==> config.mk <==
export PLATFORM = sky130hd
export DESIGN_NAME = fetch_ctrl
export DESIGN_NICKNAME = d
export VERILOG_FILES = /design/src/rtl/fetch_ctrl_pkg.sv /design/src/rtl/fetch_slot.sv /design/src/rtl/fetch_ctrl.sv
export SDC_FILE = /design/constraint.sdc
export NUM_CORES = 1
export LEC_CHECK = 0
export BUFFER_PORTS_ARGS = -buffer_cell sky130_fd_sc_hd__buf_2
export CORE_MARGIN = 5
export CORE_UTILIZATION = 57
export DETAILED_ROUTE_END_ITERATION = 10
export PLACE_DENSITY = 0.77
export REMOVE_ABC_BUFFERS = 1
export SYNTH_ARGS = -nofsm -noshare
export SYNTH_HDL_FRONTEND = slang
export SYNTH_HIERARCHICAL = 1
export SYNTH_SLANG_ARGS = --single-unit
==> constraint.sdc <==
create_clock -name clk -period 3.85 [get_ports clk]
set_input_delay 0.385 -clock clk [delete_from_list [all_inputs] [get_ports clk]]
set_output_delay 0.385 -clock clk [all_outputs]
set_load 0.02 [all_outputs]
==> src/rtl/fetch_ctrl_pkg.sv <==
// Shared types and constants for the instruction-fetch controller.
package fetch_ctrl_pkg;

  localparam int          INSTR_W          = 32;
  localparam logic [31:0] RESET_PC_DEFAULT = 32'h0000_3000;

  typedef enum logic [1:0] {
    S_REQ  = 2'd0,
    S_SKID = 2'd1,
    S_DROP = 2'd2
  } fetch_state_e;

endpackage

==> src/rtl/fetch_slot.sv <==
// IF/ID output register plus a one-entry skid buffer for decode stalls.
module fetch_slot
  import fetch_ctrl_pkg::*;
#(
  parameter int ADDR_W = 32
) (
  input  logic               clk,
  input  logic               reset,
  input  logic               load,
  input  logic               skid_load,
  input  logic               promote,
  input  logic               flush,
  input  logic               consume,
  input  logic [INSTR_W-1:0] data_in,
  input  logic [ADDR_W-1:0]  pc4_in,
  output logic               slot_valid,
  output logic [INSTR_W-1:0] slot_instr,
  output logic [ADDR_W-1:0]  slot_pc4,
  output logic               skid_valid
);

  logic [INSTR_W-1:0] skid_instr;
  logic [ADDR_W-1:0]  skid_pc4;

  always_ff @(posedge clk) begin
    if (reset) begin
      slot_valid <= 1'b0;
      slot_instr <= '0;
      slot_pc4   <= '0;
      skid_valid <= 1'b0;
      skid_instr <= '0;
      skid_pc4   <= '0;
    end else if (flush) begin
      slot_valid <= 1'b0;
      skid_valid <= 1'b0;
    end else if (load) begin
      slot_valid <= 1'b1;
      slot_instr <= data_in;
      slot_pc4   <= pc4_in;
    end else if (skid_load) begin
      // slot still holds the stalled instruction; park the new one beside it
      skid_valid <= 1'b1;
      skid_instr <= data_in;
      skid_pc4   <= pc4_in;
    end else if (promote) begin
      slot_valid <= 1'b1;
      slot_instr <= skid_instr;
      slot_pc4   <= skid_pc4;
      skid_valid <= 1'b0;
    end else if (consume) begin
      slot_valid <= 1'b0;
    end
  end

endmodule

==> src/rtl/fetch_ctrl.sv <==
// Instruction-fetch sequencer: PC, req/ack memory port, IF/ID slot with skid.
// Optional FETCH_PERF_EN adds fetched/squashed saturating counters.
module fetch_ctrl
  import fetch_ctrl_pkg::*;
#(
  parameter int                ADDR_W   = 32,
  parameter logic [ADDR_W-1:0] RESET_PC = ADDR_W'(RESET_PC_DEFAULT)
) (
  input  logic               clk,
  input  logic               reset,
  input  logic               redirect_valid,
  input  logic [ADDR_W-1:0]  redirect_pc,
  input  logic               stall,
  output logic               im_req,
  output logic [ADDR_W-1:0]  im_addr,
  input  logic               im_ack,
  input  logic [INSTR_W-1:0] im_rdata,
  output logic               if_valid,
  output logic [INSTR_W-1:0] if_instr,
  output logic [ADDR_W-1:0]  if_pc4
`ifdef FETCH_PERF_EN
  ,
  output logic [31:0]        perf_fetched,
  output logic [31:0]        perf_squashed
`endif
);

  fetch_state_e      state;
  logic [ADDR_W-1:0] pc;
  logic [ADDR_W-1:0] target;
  logic [ADDR_W-1:0] pc_inc;
  logic              ack;
  logic              accept;
  logic              slot_load;
  logic              skid_load;
  logic              promote;
  logic              flush;
  logic              consume;
  logic              skid_valid;

  assign im_addr = pc;
  assign pc_inc  = pc + ADDR_W'(4);
  assign ack     = im_ack && im_req;
  assign accept  = !if_valid || !stall;

  always_comb begin
    slot_load = 1'b0;
    skid_load = 1'b0;
    promote   = 1'b0;
    flush     = 1'b0;
    consume   = 1'b0;
    unique case (state)
      S_REQ: begin
        if (redirect_valid) flush = 1'b1;
        else if (ack) begin
          if (accept) slot_load = 1'b1;
          else        skid_load = 1'b1;
        end else if (accept) consume = 1'b1;
      end
      S_SKID: begin
        if (redirect_valid) flush = 1'b1;
        else if (!stall)    promote = 1'b1;
      end
      S_DROP: begin
        if (redirect_valid) flush = 1'b1;
      end
      default: ;
    endcase
  end

  always_ff @(posedge clk) begin
    if (reset) begin
      state  <= S_REQ;
      pc     <= RESET_PC;
      target <= '0;
      im_req <= 1'b1;
    end else begin
      unique case (state)
        S_REQ: begin
          if (redirect_valid) begin
            if (ack) pc <= redirect_pc;
            else begin
              target <= redirect_pc;
              state  <= S_DROP;
            end
          end else if (ack) begin
            pc <= pc_inc;
            if (!accept) begin
              state  <= S_SKID;
              im_req <= 1'b0;
            end
          end
        end
        S_SKID: begin
          if (redirect_valid) pc <= redirect_pc;
          if (redirect_valid || !stall) begin
            state  <= S_REQ;
            im_req <= 1'b1;
          end
        end
        S_DROP: begin
          // the address must stay put until the stale response arrives
          if (ack) begin
            pc    <= redirect_valid ? redirect_pc : target;
            state <= S_REQ;
          end else if (redirect_valid) begin
            target <= redirect_pc;
          end
        end
        default: begin
          state  <= S_REQ;
          im_req <= 1'b1;
        end
      endcase
    end
  end

  fetch_slot #(.ADDR_W(ADDR_W)) u_slot (
    .clk        (clk),
    .reset      (reset),
    .load       (slot_load),
    .skid_load  (skid_load),
    .promote    (promote),
    .flush      (flush),
    .consume    (consume),
    .data_in    (im_rdata),
    .pc4_in     (pc_inc),
    .slot_valid (if_valid),
    .slot_instr (if_instr),
    .slot_pc4   (if_pc4),
    .skid_valid (skid_valid)
  );

`ifdef FETCH_PERF_EN
  logic        drop_ack;
  logic [1:0]  sq_inc;
  logic [32:0] sq_sum;

  assign drop_ack = ack && ((state == S_DROP) || (state == S_REQ && redirect_valid));
  assign sq_inc   = (flush ? ({1'b0, if_valid} + {1'b0, skid_valid}) : 2'd0)
                  + {1'b0, drop_ack};
  assign sq_sum   = {1'b0, perf_squashed} + {31'd0, sq_inc};

  always_ff @(posedge clk) begin
    if (reset) begin
      perf_fetched  <= '0;
      perf_squashed <= '0;
    end else begin
      if ((slot_load || promote) && perf_fetched != '1)
        perf_fetched <= perf_fetched + 32'd1;
      perf_squashed <= sq_sum[32] ? '1 : sq_sum[31:0];
    end
  end
`endif

endmodule

==> Word-level counts from Yosys, hierarchy flattened <==
Index checks and enable logic that the tools add are counted.
{ "word_totals": {"reg_bits": 196, "latch_bits": 0, "ram_bits": 0, "romBits": 0, "in_bits": 69, "out_inout_bits": 98, "wordCells": 96, "n_memories": 0} }
{ "classes": {"add_sub_neg": 1, "mul": 0, "div": 0, "n_lt_le_gt_ge": 0, "n_eq_ne": 15, "shifts": 0, "muxes": 49, "n_bitwise": 3, "reduce_logical": 19} }
{ "op_table": {"columns": ["op", "count"], "rows": [
  ["32-bit 2-to-1 mux", 15],
  ["32-bit one-hot mux with 3 select lines", 1],
  ["32-bit one-hot mux with 2 select lines", 1],
  ["32-bit by 3-bit adder with 32-bit output (second input constant)", 1],
  ["1-bit 2-to-1 mux", 24],
  ["2-bit inequality test (second input constant)", 10],
  ["2-bit 2-to-1 mux", 6],
  ["5-bit AND reduction", 2],
  ["3-bit inequality test (second input constant)", 3],
  ["4-bit AND reduction", 2],
  ["2-bit one-hot mux with 3 select lines", 1],
  ["3-bit AND reduction", 2],
  ["3-bit nonzero test", 2],
  ["2-bit nonzero test", 2],
  ["1-bit NOT", 3],
  ["1-bit one-hot mux with 3 select lines", 1],
  ["3-bit OR reduction", 1],
  ["2-bit by 1-bit equality test with 1-bit output (second input constant)", 1],
  ["2-bit equality test (second input constant)", 1],
  ["1-bit zero test", 2],
  ["2-bit zero test", 1],
  ["1-bit logical OR", 2],
  ["2-bit AND reduction", 1],
  ["2-bit OR reduction", 1],
  ["1-bit logical AND", 1]
]} }

==> Logic depth before layout (Yosys ltp) <==
{ "depth": {"depth_word": 10, "depth_mapped": 12, "mapped_depth_nobuf": 9} }

==> Modules after synthesis <==
Netlist, hierarchy kept.
{ "modules_own_cells": {"columns": ["module", "instances", "cells_per_inst", "area_each_um2", "seq_area_each_um2"], "rows": [
  ["fetch_slot", 1, 653, 6358.6, 2602.5],
  ["fetch_ctrl", 1, 565, 4181.5, 1341.3]
]} }

==> Least setup slack after synthesis <==
Ideal clock, no wire load.
{ "synth_timing": {"kind": "register to register", "start": "register pc[2], in the netlist im_addr[2]", "end": "register u_slot.slot_pc4[30]", "setup_time_ps": 146, "arrival_time_ps": 2852, "required_ps": 3704, "setup_slack_ps": 852, "path_stages_with_launch": 10, "n_path_buf": 1, "synth_period_minus_slack_ps": 2998, "path_cell_list": "dfxtp_1 > ha_1 > nand3_1 > or4_4 > buf_6 > or4_4 > xnor2_1 > mux2_4 > a211oi_2 > a211oi_2"} }
{ "synth_via": {"elab_chain_cells": 2} }
{ "synth_lines": {"columns": ["item", "line", "text"], "rows": [
  ["from (decl)", "fetch_ctrl.sv:29", "logic [ADDR_W-1:0] pc;"],
  ["from (signal assigned)", "fetch_ctrl.sv:81", "if (ack) pc <= redirect_pc;"],
  ["from (signal assigned)", "fetch_ctrl.sv:87", "pc <= pc_inc;"],
  ["from (signal assigned)", "fetch_ctrl.sv:95", "if (redirect_valid) pc <= redirect_pc;"],
  ["32-bit by 3-bit adder with 32-bit output", "fetch_ctrl.sv:42", "assign pc_inc = pc + ADDR_W'(4);"],
  ["via pc_inc[30]", "fetch_ctrl.sv:31", "logic [ADDR_W-1:0] pc_inc;"],
  ["32-bit 2-to-1 mux", "fetch_slot.sv:36", "end else if (load) begin"],
  ["to (signal assigned)", "fetch_slot.sv:39", "slot_pc4 <= pc4_in;"],
  ["to (signal assigned)", "fetch_slot.sv:48", "slot_pc4 <= skid_pc4;"],
  ["to (decl)", "fetch_slot.sv:18", "output logic [ADDR_W-1:0] slot_pc4,"]
]} }
The timed path passes the listed nets, and every way through them passes these cells.
A chain may end at the register's enable or synchronous reset.

==> Final worst setup path <==
{ "layout_timing": {"start": "register state[0]", "end": "register u_slot.slot_instr[24]"} }
{ "layout_via": {"elab_cells_between_ends": 13} }
{ "layout_lines": {"columns": ["item", "line", "text"], "rows": [
  ["from (decl)", "fetch_ctrl.sv:28", "fetch_state_e state;"],
  ["from (signal assigned)", "fetch_ctrl.sv:73", "state <= S_REQ;"],
  ["from (signal assigned)", "fetch_ctrl.sv:84", "state <= S_DROP;"],
  ["from (signal assigned)", "fetch_ctrl.sv:89", "state <= S_SKID;"],
  ["2-bit zero test *", "fetch_ctrl.sv:52", "unique case (state)"],
  ["1-bit 2-to-1 mux *", "fetch_ctrl.sv:52", null],
  ["via slot_load", "fetch_ctrl.sv:34", "logic slot_load;"],
  ["2-bit inequality test (no line) / 2-bit nonzero test (equally long branches)", null, null],
  ["3-bit AND reduction (no line)", null, null],
  ["to (signal assigned)", "fetch_slot.sv:38", "slot_instr <= data_in;"],
  ["to (signal assigned)", "fetch_slot.sv:47", "slot_instr <= skid_instr;"],
  ["to (decl)", "fetch_slot.sv:17", "output logic [INSTR_W-1:0] slot_instr,"]
]} }
Mark *: on every way through the listed nets, which the timed path passes. The rest lies on a longest branch.

==> results.json <==
{
  "peakVddDrop_uv": 346,
  "cts_setup_buffers": 0,
  "r2r-start": "state[0]",
  "grt_usage": 0.250,
  "grt_first_pass_wirelength_um": 44800,
  "utilization": 0.657,
  "setup_tns_ns": 0,
  "ctsResizeCount": 0,
  "io-pin-count": 167,
  "grt_max_degree": 142,
  "r2r_end": "u_slot/slot_instr[24]",
  "drtAntennaViolNets": 0,
  "path_cells": "inv_1 > ha_1 > inv_1 > nor2_1 > nand2_1 > nor2_4 > buf_4 > mux2_2 > a211oi_1 > a211oi_1",
  "leakagePower_nw": 4.46,
  "hold_path_depth": 3,
  "routedWlPerCell_um": 18.0,
  "grt_setup_unrepaired": "false",
  "cts_buffers": 17,
  "total_power_mw": 5.38,
  "cts_num_sinks": 196,
  "initial_core_util": 0.583,
  "firstDrtPassIters": 5,
  "dpl.hpwl_um": 17900,
  "instances_no_fill": 1550,
  "core_um2": 18000,
  "gp_congestion": 0.893,
  "r2r_cells": 10,
  "status": "finished, final reports clean",
  "powerDensity_nw_per_um2": 454,
  "die-width_um": 146,
  "grt_pass1_vias": 8467,
  "antenna_found_initial": 1,
  "setup_viol": 0,
  "clockBufferDepth": 2,
  "cp-start-kind": "register",
  "post-route-min-period_ns": 3.16,
  "ff2ff_setup_slack_ns": 0.69,
  "crit_start": "state[0]",
  "post-place-cells": 1517,
  "dr.first_iter.drc_count": 727,
  "hold_end": "target[15]",
  "nets": 1381,
  "slowest_delay_ns": 0.72,
  "avgSynthCellArea_um2": 8.65,
  "crit_type": "register to register",
  "ys_warn_count": 6,
  "clock_latency_ns": 0.44,
  "cts_tree": "done",
  "drt-total-wl_um": 27800,
  "cts.clk_slew.worst_paths_ns": 0.07,
  "hold_viol_final": 0,
  "via_per_inst": 5.99,
  "globalRouteOverflowTotal": 0,
  "io_buffers": 166,
  "crit_slowest_cell": "nor2_4",
  "slew_headroom": 0.342,
  "syn_area_um2": 10500,
  "remaining_drc_errors": 0,
  "arrival_ns": 3.43,
  "slew_viol_final": 0,
  "crit_path_end_kind": "register",
  "cap_violations": 0,
  "finalCritPeriodShare": 0.820,
  "die_area_um2": 21200,
  "final_area_um2": 11800,
  "hold_class": "input port to register",
  "max_freq_mhz": 317,
  "critPathMaxFanout": 26,
  "die_y_um": 146,
  "tightest_slew_ns": 0.987,
  "synthCells": 1214,
  "drive_above_1_share": 0.292,
  "root_buffer": "clkbuf_16",
  "rows": 49,
  "worstHoldStart": "redirect_pc[15]",
  "final.setup_skew_ns": 0.0118,
  "route.vias.total": 9282,
  "h-tree-depth": 4,
  "holdBufCountCts": 0,
  "required_ns": 4.13,
  "syn_to_final_growth_pct": 12.8,
  "dpl_cell_area_um2": 11300
}
[registers in the layout, indices dropped and copies added (netlist names)]
signal             cells
im_addr               32
im_req                 1
state                  2
target                32
u_slot/skid_instr     32
u_slot/skid_pc4       32
u_slot/slot_instr     32
u_slot/slot_pc4       32
u_slot/slot_valid      1
[per-layer routing]
| metal | GRT usage | share of wire | vias up |
|---|---|---|---|
| met5 | 0 | 0 | - |
| met4 | 0.0700 | 0.019 | 0 |
| met3 | 0.0442 | 0.074 | 40 |
| met2 | 0.398 | 0.47 | 364 |
| met1 | 0.349 | 0.44 | 4404 |
| li1 | - | - | 4474 |
[cells in the final DEF, fill, tap and decap left out, types with 3 or more instances in the layout]
cell type   count
nand2_1       234
dfxtp_1       196
buf_2         165
a21oi_1       142
a211oi_2       79
inv_1          77
a211oi_1       53
mux2_4         39
mux2_2         30
o21ai_0        27
nor2_1         25
xnor2_1        20
nand3_1        19
buf_4          18
clkbuf_16      17
a22oi_1        13
a22o_1         12
nor3_1         11
and3_1         10
nand4_1         9
nor4_1          8
xor2_1          8
o221ai_1        6
a31oi_1         5
a222oi_1        5
nor2b_1         5
ha_1            5
and4_1          4
clkinvlp_4      4
buf_12          4
a32oi_1         3
a31o_2          3
a221oi_1        3
a311oi_1        3
clkbuf_1        3
[area by class of cell]
type | count | area [um^2]
Multi-Input combinational cell | 825 | 5700
Clock inverter | 11 | 129
Antenna cell | 1 | 2.50
Tap cell | 229 | 287
Timing Repair Buffer | 188 | 1050
Clock buffer | 21 | 450
Sequential cell | 196 | 3920
Inverter | 79 | 297
Fill cell | 1486 | 6180
[worst max-delay path by stage]
stage,end
finish,u_slot/slot_instr[24]
global route,u_slot/skid_instr[7]
CTS,u_slot/slot_instr[24]
detailed placement,u_slot/slot_instr[24]
global placement,u_slot/slot_pc4[30]
floorplan,u_slot/slot_instr[13]
[power by group]
| part | internal (mW) | switching [mW] |
|---|---|---|
| sequential | 2.17 | 0.148 |
| clock | 0.979 | 0.786 |
| combinational | 0.480 | 0.815 |
| total | 3.63 | 1.75 |
[through the flow]
stage / worst slack (ns) / hold slack, ns
finish: 0.695 / 0.192
global route: 0.404 / 0.188
CTS: 0.715 / 0.184
detailed placement: 0.732 / 0.444
global placement: 0.779 / 0.439
floorplan: -4.46 / 0.428
[critical path, delay by kind of cell (launching register included)]
family,cells,cell delay (ns)
AO/OA/AOI/OAI,2,0.32
adder cells (fa/ha/maj),1,0.21
AND/OR/NAND/NOR,3,0.98
flip-flops,1,0.36
multiplexers,1,0.39
buffers and inverters,3,0.70
Note: power is estimated with default switching activity, not from simulation.
